## config.mk

```make
export PLATFORM = sky130hd
export DESIGN_NAME = face_box_detect
export DESIGN_NICKNAME = d
export VERILOG_FILES = /design/src/rtl/face_box_detect.sv
export SDC_FILE = /design/constraint.sdc
export NUM_CORES = 1
export LEC_CHECK = 0
export ABC_CLOCK_PERIOD_IN_PS = 5950
export CAP_MARGIN = 0
export CORE_MARGIN = 2
export CORE_UTILIZATION = 35
export DETAILED_ROUTE_END_ITERATION = 10
export PLACE_DENSITY = 0.58
export SKIP_CTS_REPAIR_TIMING = 1
export SYNTH_ARGS = -nofsm -noshare
export SYNTH_HDL_FRONTEND = slang
export SYNTH_SLANG_ARGS = --single-unit
```

## constraint.sdc

```tcl
create_clock -name clk -period 5.95 [get_ports clk]
set_input_delay 1.785 -clock clk [delete_from_list [all_inputs] [get_ports clk]]
set_output_delay 1.785 -clock clk [all_outputs]
set_load 0.05 [all_outputs]
```

## src/rtl/face_box_detect.sv

```systemverilog
// ----------------------------------------------------------------------------
// face_box_detect
//   Sink for the binarised skin-mask stream. For every frame it tracks the
//   bounding box and the number of foreground pixels, then publishes them on
//   the next frame edge so the overlay stage can draw a box around the face.
//
// Ports
//   clk          pixel clock (the only clock)
//   rst          synchronous reset, active-high
//   bina_hsync   line sync; registered for debug only
//   bina_vsync   frame sync; its rising edge marks the frame boundary
//   bina_de      active-pixel enable
//   bina_data    mask pixel, bit7 = foreground
//   box_x_min/box_x_max/box_y_min/box_y_max
//                bounding box of the last frame that met MIN_PIX
//   box_pix_cnt  foreground count of the last completed frame
//   box_valid    last completed frame met MIN_PIX
//   frame_done   one-cycle pulse when the outputs above update
// ----------------------------------------------------------------------------
module face_box_detect #(
    parameter logic [11:0] H_DISP  = 12'd480,
    parameter logic [11:0] V_DISP  = 12'd272,
    parameter logic [18:0] MIN_PIX = 19'd200
) (
    input  logic        clk,
    input  logic        rst,
    input  logic        bina_hsync,
    input  logic        bina_vsync,
    input  logic        bina_de,
    input  logic [7:0]  bina_data,
    output logic [11:0] box_x_min,
    output logic [11:0] box_x_max,
    output logic [11:0] box_y_min,
    output logic [11:0] box_y_max,
    output logic [18:0] box_pix_cnt,
    output logic        box_valid,
    output logic        frame_done
);

    localparam logic [11:0] X_LAST = H_DISP - 12'd1;
    localparam logic [11:0] Y_LAST = V_DISP - 12'd1;

    typedef enum logic {
        S_IDLE = 1'b0,
        S_ACC  = 1'b1
    } state_t;

    state_t r_state;
    state_t w_state_nxt;

    // ------------------------------------------------------------------------
    // Input edge detection
    // ------------------------------------------------------------------------
    logic r_vs_d;
    logic r_de_d;
    logic r_hs_d;
    logic w_fe;
    logic w_de_fall;
    logic w_fg;
    logic w_unused_dbg;

    always_ff @(posedge clk) begin
        if (rst) begin
            r_vs_d <= 1'b0;
            r_de_d <= 1'b0;
            r_hs_d <= 1'b0;
        end else begin
            r_vs_d <= bina_vsync;
            r_de_d <= bina_de;
            r_hs_d <= bina_hsync;
        end
    end

    assign w_fe      = bina_vsync & ~r_vs_d;
    assign w_de_fall = ~bina_de & r_de_d;
    assign w_fg      = bina_de & bina_data[7];

    // Registered hsync and the low mask bits carry no function here.
    assign w_unused_dbg = ^{r_hs_d, bina_data[6:0]};

    // ------------------------------------------------------------------------
    // FSM: the first frame after reset is partial, so IDLE only arms.
    // ------------------------------------------------------------------------
    logic w_publish;
    logic w_restart;
    logic w_acc_en;

    always_ff @(posedge clk) begin
        if (rst) r_state <= S_IDLE;
        else     r_state <= w_state_nxt;
    end

    always_comb begin
        w_state_nxt = r_state;
        case (r_state)
            S_IDLE:  if (w_fe) w_state_nxt = S_ACC;
            S_ACC:   w_state_nxt = S_ACC;
            default: w_state_nxt = S_IDLE;
        endcase
    end

    always_comb begin
        w_publish = 1'b0;
        w_restart = w_fe;
        w_acc_en  = 1'b0;
        case (r_state)
            S_IDLE: begin
                // A pixel coincident with the arming edge already belongs
                // to the first full frame.
                w_acc_en = w_fe;
            end
            S_ACC: begin
                w_publish = w_fe;
                w_acc_en  = 1'b1;
            end
            default: begin
                w_publish = 1'b0;
                w_acc_en  = 1'b0;
            end
        endcase
    end

    // ------------------------------------------------------------------------
    // Pixel coordinates (value before this cycle's update is the coordinate)
    // ------------------------------------------------------------------------
    logic [11:0] r_x_cnt;
    logic [11:0] r_y_cnt;

    always_ff @(posedge clk) begin
        if (rst) begin
            r_x_cnt <= 12'd0;
        end else if (bina_de) begin
            if (r_x_cnt != X_LAST) r_x_cnt <= r_x_cnt + 12'd1;
        end else if (w_de_fall) begin
            r_x_cnt <= 12'd0;
        end
    end

    always_ff @(posedge clk) begin
        if (rst) begin
            r_y_cnt <= 12'd0;
        end else if (w_fe) begin
            r_y_cnt <= 12'd0;
        end else if (w_de_fall) begin
            if (r_y_cnt != Y_LAST) r_y_cnt <= r_y_cnt + 12'd1;
        end
    end

    // ------------------------------------------------------------------------
    // Accumulators. On a frame edge the base is the init value, so a pixel
    // in that same cycle merges into the new frame rather than the old one.
    // ------------------------------------------------------------------------
    logic [11:0] r_x_min, r_x_max, r_y_min, r_y_max;
    logic [18:0] r_pix;
    logic [11:0] w_base_x_min, w_base_x_max, w_base_y_min, w_base_y_max;
    logic [18:0] w_base_pix;
    logic [11:0] w_nxt_x_min, w_nxt_x_max, w_nxt_y_min, w_nxt_y_max;
    logic [18:0] w_nxt_pix;

    always_comb begin
        w_base_x_min = w_restart ? X_LAST : r_x_min;
        w_base_x_max = w_restart ? 12'd0  : r_x_max;
        w_base_y_min = w_restart ? Y_LAST : r_y_min;
        w_base_y_max = w_restart ? 12'd0  : r_y_max;
        w_base_pix   = w_restart ? 19'd0  : r_pix;

        w_nxt_x_min = w_base_x_min;
        w_nxt_x_max = w_base_x_max;
        w_nxt_y_min = w_base_y_min;
        w_nxt_y_max = w_base_y_max;
        w_nxt_pix   = w_base_pix;

        if (w_acc_en && w_fg) begin
            if (r_x_cnt < w_base_x_min) w_nxt_x_min = r_x_cnt;
            if (r_x_cnt > w_base_x_max) w_nxt_x_max = r_x_cnt;
            if (r_y_cnt < w_base_y_min) w_nxt_y_min = r_y_cnt;
            if (r_y_cnt > w_base_y_max) w_nxt_y_max = r_y_cnt;
            if (w_base_pix != {19{1'b1}}) w_nxt_pix = w_base_pix + 19'd1;
        end
    end

    always_ff @(posedge clk) begin
        if (rst) begin
            r_x_min <= X_LAST;
            r_x_max <= 12'd0;
            r_y_min <= Y_LAST;
            r_y_max <= 12'd0;
            r_pix   <= 19'd0;
        end else begin
            r_x_min <= w_nxt_x_min;
            r_x_max <= w_nxt_x_max;
            r_y_min <= w_nxt_y_min;
            r_y_max <= w_nxt_y_max;
            r_pix   <= w_nxt_pix;
        end
    end

    // ------------------------------------------------------------------------
    // Publish. The count always updates; the box only when the frame had
    // enough foreground, so a weak frame keeps the last good box on screen.
    // ------------------------------------------------------------------------
    logic w_meet;
    assign w_meet = (r_pix >= MIN_PIX);

    always_ff @(posedge clk) begin
        if (rst) begin
            box_x_min   <= 12'd0;
            box_x_max   <= 12'd0;
            box_y_min   <= 12'd0;
            box_y_max   <= 12'd0;
            box_pix_cnt <= 19'd0;
            box_valid   <= 1'b0;
            frame_done  <= 1'b0;
        end else begin
            frame_done <= w_publish;
            if (w_publish) begin
                box_pix_cnt <= r_pix;
                box_valid   <= w_meet;
                if (w_meet) begin
                    box_x_min <= r_x_min;
                    box_x_max <= r_x_max;
                    box_y_min <= r_y_min;
                    box_y_max <= r_y_max;
                end
            end
        end
    end

endmodule

```

==> flow_summary.ini <==
[sta]
tightest_slew_ns = 1.01
finalClockSkew_ns = 0.00811
finalSetupTns_ns = 0
fin_crit_sh_pct = 74.2
setup_ws_ns = 1.54
drv_slew = 0
fmax_mhz = 227
grt_setup_unrepaired = no
hold-worst-slack_ns = 0.453
hold_viol = 0
period_minus_slack_ns = 4.41
setup_violations = 0
relSlewSlack_pct = 32.8

[synthesis]
synthCells = 942
yosysSeqAreaShare_pct = 42.1
muxShareOfSynthArea_pct = 6.62
synth-compound-area-share_pct = 13.3
ys_types = 56
synthFlopType = dfxtp_1
syn_area_sq_um = 7750
synthSimpleGateAreaFrac_pct = 24.9
synth_edf_count = 0
synth_async_sr_flop_share_pct = 0
synth_xor_area_share_pct = 1.81
syn_avg_cell_area_sq_um = 8.23
synthesis.nets = 1004
synth_area_leaders = dfxtp_1 (42%), nand2_1 (11%), ha_1 (7.9%)
synth_fa_ha_area_share_pct = 7.91
synth_top_family_by_area = simple AND/OR/NAND/NOR gates
yosysTopAreaCell = dfxtp_1
synth_top_area_share_pct = 42.1
synth-warning-count = 0
synth_seq_cells = 163

[setup_path]
cp-startpoint = bina_vsync
rr_endpoint = r_pix[17]$_SDFF_PP0_
start_kind = primary input
required_ns = 6.31
reg2reg_from = r_vs_d$_SDFF_PP0_
rrSetupSlack_ns = 3.01
cp_max_fo = 41
crit_type = primary input to flip-flop
endpoint_kind = flip-flop
r2r_cells = 7
cp.arrival_ns = 4.78

[global_route]
grt_use_total_pct = 16.7
grt-ovfl-total = 0
grt_max_degree = 71
grt_pass1_wl_mm = 32.0
grt_pass1_vias = 6260
grt_antenna_before_repair = 0

[power]
share_seq_of_total_power_pct = 48.1
cell_internal_pwr_mw = 1.78
p_per_area_nw_per_um2 = 248
clkPwrFrac_pct = 47.8
leakage_nw = 3.31
p_comb_share_pct = 4.1
p_sw_share_pct = 22.6
ir_worst_vdd_uv = 136
p_switching_mw = 0.521

[routing]
ant_nets = 0
drc = 0
wire_per_inst_um = 14.7
routed_wl_mm = 18.9
first_pass_iters = 4
via_per_inst = 5.12
drtIter0Drc = 280
vias = 6581

[final_layout]
final_common_cell = nand2_1
mostFrequentLayoutCells = nand2_1 (232), dfxtp_1 (163), a21oi_1 (104)
drive_gt1_share_pct = 6.17
antennaDiodeCount = 0
syn_to_final_growth_pct = 19.9
final_nets = 1055
final_core_utilization_pct = 42.7

[placement]
gp_congestion = 0.840
post-place-ws_ns = 1.11
io_buffer_count = 73
hpwl_mm = 12.8

[cts]
clk_latency_ns = 0.43
root_buffer = clkbuf_16
cts_inserted_buffers = 17
cts.path.max_buffers = 2
cts-htree-levels = 4
cts_tree = built
clkTransAtPathRegs_ns = 0.06
clock_sinks = 163

[floorplan]
core_area_sq_um = 21800
die_w_um = 153
initial_core_util_pct = 35.6
die_h_um = 153
io_pins = 82
row_count = 54
design.die.area_sq_um = 23400

[worst_hold_path]
min_path_cells = 2
holdCritPathClass = flip-flop to flip-flop
min_to = box_valid$_SDFFE_PP0P_
min_from = box_valid$_SDFFE_PP0P_

[run_status]
status = complete, no violations

[job]
cap_violations = 0
==> synthesized netlist by cell type (6+ instances only) <==
library cell / n
nor4_1: 6
xor2_1: 9
a2111oi_0: 6
a21oi_1: 104
nand2b_1: 27
or3_1: 8
ha_1: 49
buf_2: 7
o21ai_0: 17
nand3_1: 16
dfxtp_1: 163
xnor2_1: 7
nor2_1: 79
o211ai_1: 9
clkbuf_1: 41
nor3_1: 8
a211oi_1: 7
mux2i_1: 49
inv_1: 9
nand2_1: 232
and2_1: 7
nand4_1: 17
==> area by class of cell <==
type	count	area [sq um]
clock buffers	21	440
clock inverters	10	135
fillers	2200	12500
inverters	9	33.8
multi-input cells	716	4250
flip-flops and latches	163	3260
well taps	280	350
repair buffers	86	826
==> worst max-delay path, stage by stage <==
cell and delay [ns]:
clkdlybuf4s50_1 0.47, nand2b_2 0.66, and2_1 0.27, ha_1 0.26
nand4_1 0.19, nor3_1 0.77, o21ai_0 0.21, a21oi_1 0.16
==> worst max path at each step <==
stage / to / slack (ns) / cells after the start
CTS: r_pix[17]$_SDFF_PP0_ / 1.52 / 8
global route: r_pix[15]$_SDFF_PP0_ / 1.04 / 8
finish: r_pix[17]$_SDFF_PP0_ / 1.54 / 8
global placement: r_pix[17]$_SDFF_PP0_ / 1.13 / 8
floorplan: r_y_min[10]$_SDFF_PP0_ / 1.50 / 13
detailed placement: r_pix[17]$_SDFF_PP0_ / 1.11 / 8
==> power groups by stage <==
stage	registers, mW	clock network (mW)	logic [mW]
floorplan	1.13	0	0.0695
global placement	1.13	0	0.0959
detailed placement	1.13	0	0.0965
CTS	1.11	1.12	0.0972
global route	1.11	1.17	0.106
finish	1.11	1.10	0.0953
==> metrics by stage <==
step,instances,power (mW),area (sq um)
after floorplan,942,1.20,7750
after global placement,1254,1.23,8720
after detailed placement,1254,1.23,8720
after CTS,1285,2.33,9290
after global routing,1285,2.39,9290
final,1285,2.30,9290
==> per-layer routing <==
layer | wire length [um] | GRT usage, % | up-vias
met4 | 229 | 5.11 | 0
met5 | 0 | 0 | -
met3 | 721 | 4.14 | 20
met2 | 8520 | 26.3 | 97
li1 | - | - | 3360
met1 | 9460 | 22.6 | 3104
==> flip-flops by register name, summed over array words and instances (netlist names), 12 cells and up <==
name	cells
box_pix_cnt	19
r_y_cnt	12
r_x_min	12
r_x_max	12
r_y_min	12
box_x_max	12
box_y_min	12
r_x_cnt	12
box_y_max	12
r_y_max	12
r_pix	19
box_x_min	12
==> kinds of logic (layout without fill, tap and decap cells) <==
group	after synthesis	after routing
AO/OA/AOI/OAI	172	172
adder cells (fa/ha/maj)	49	49
buffers and inverters	63	126
multiplexers	51	51
XOR/XNOR	16	16
flip-flops	163	163
AND/OR/NAND/NOR	428	428
Note: power is estimated with default switching activity, not from simulation.
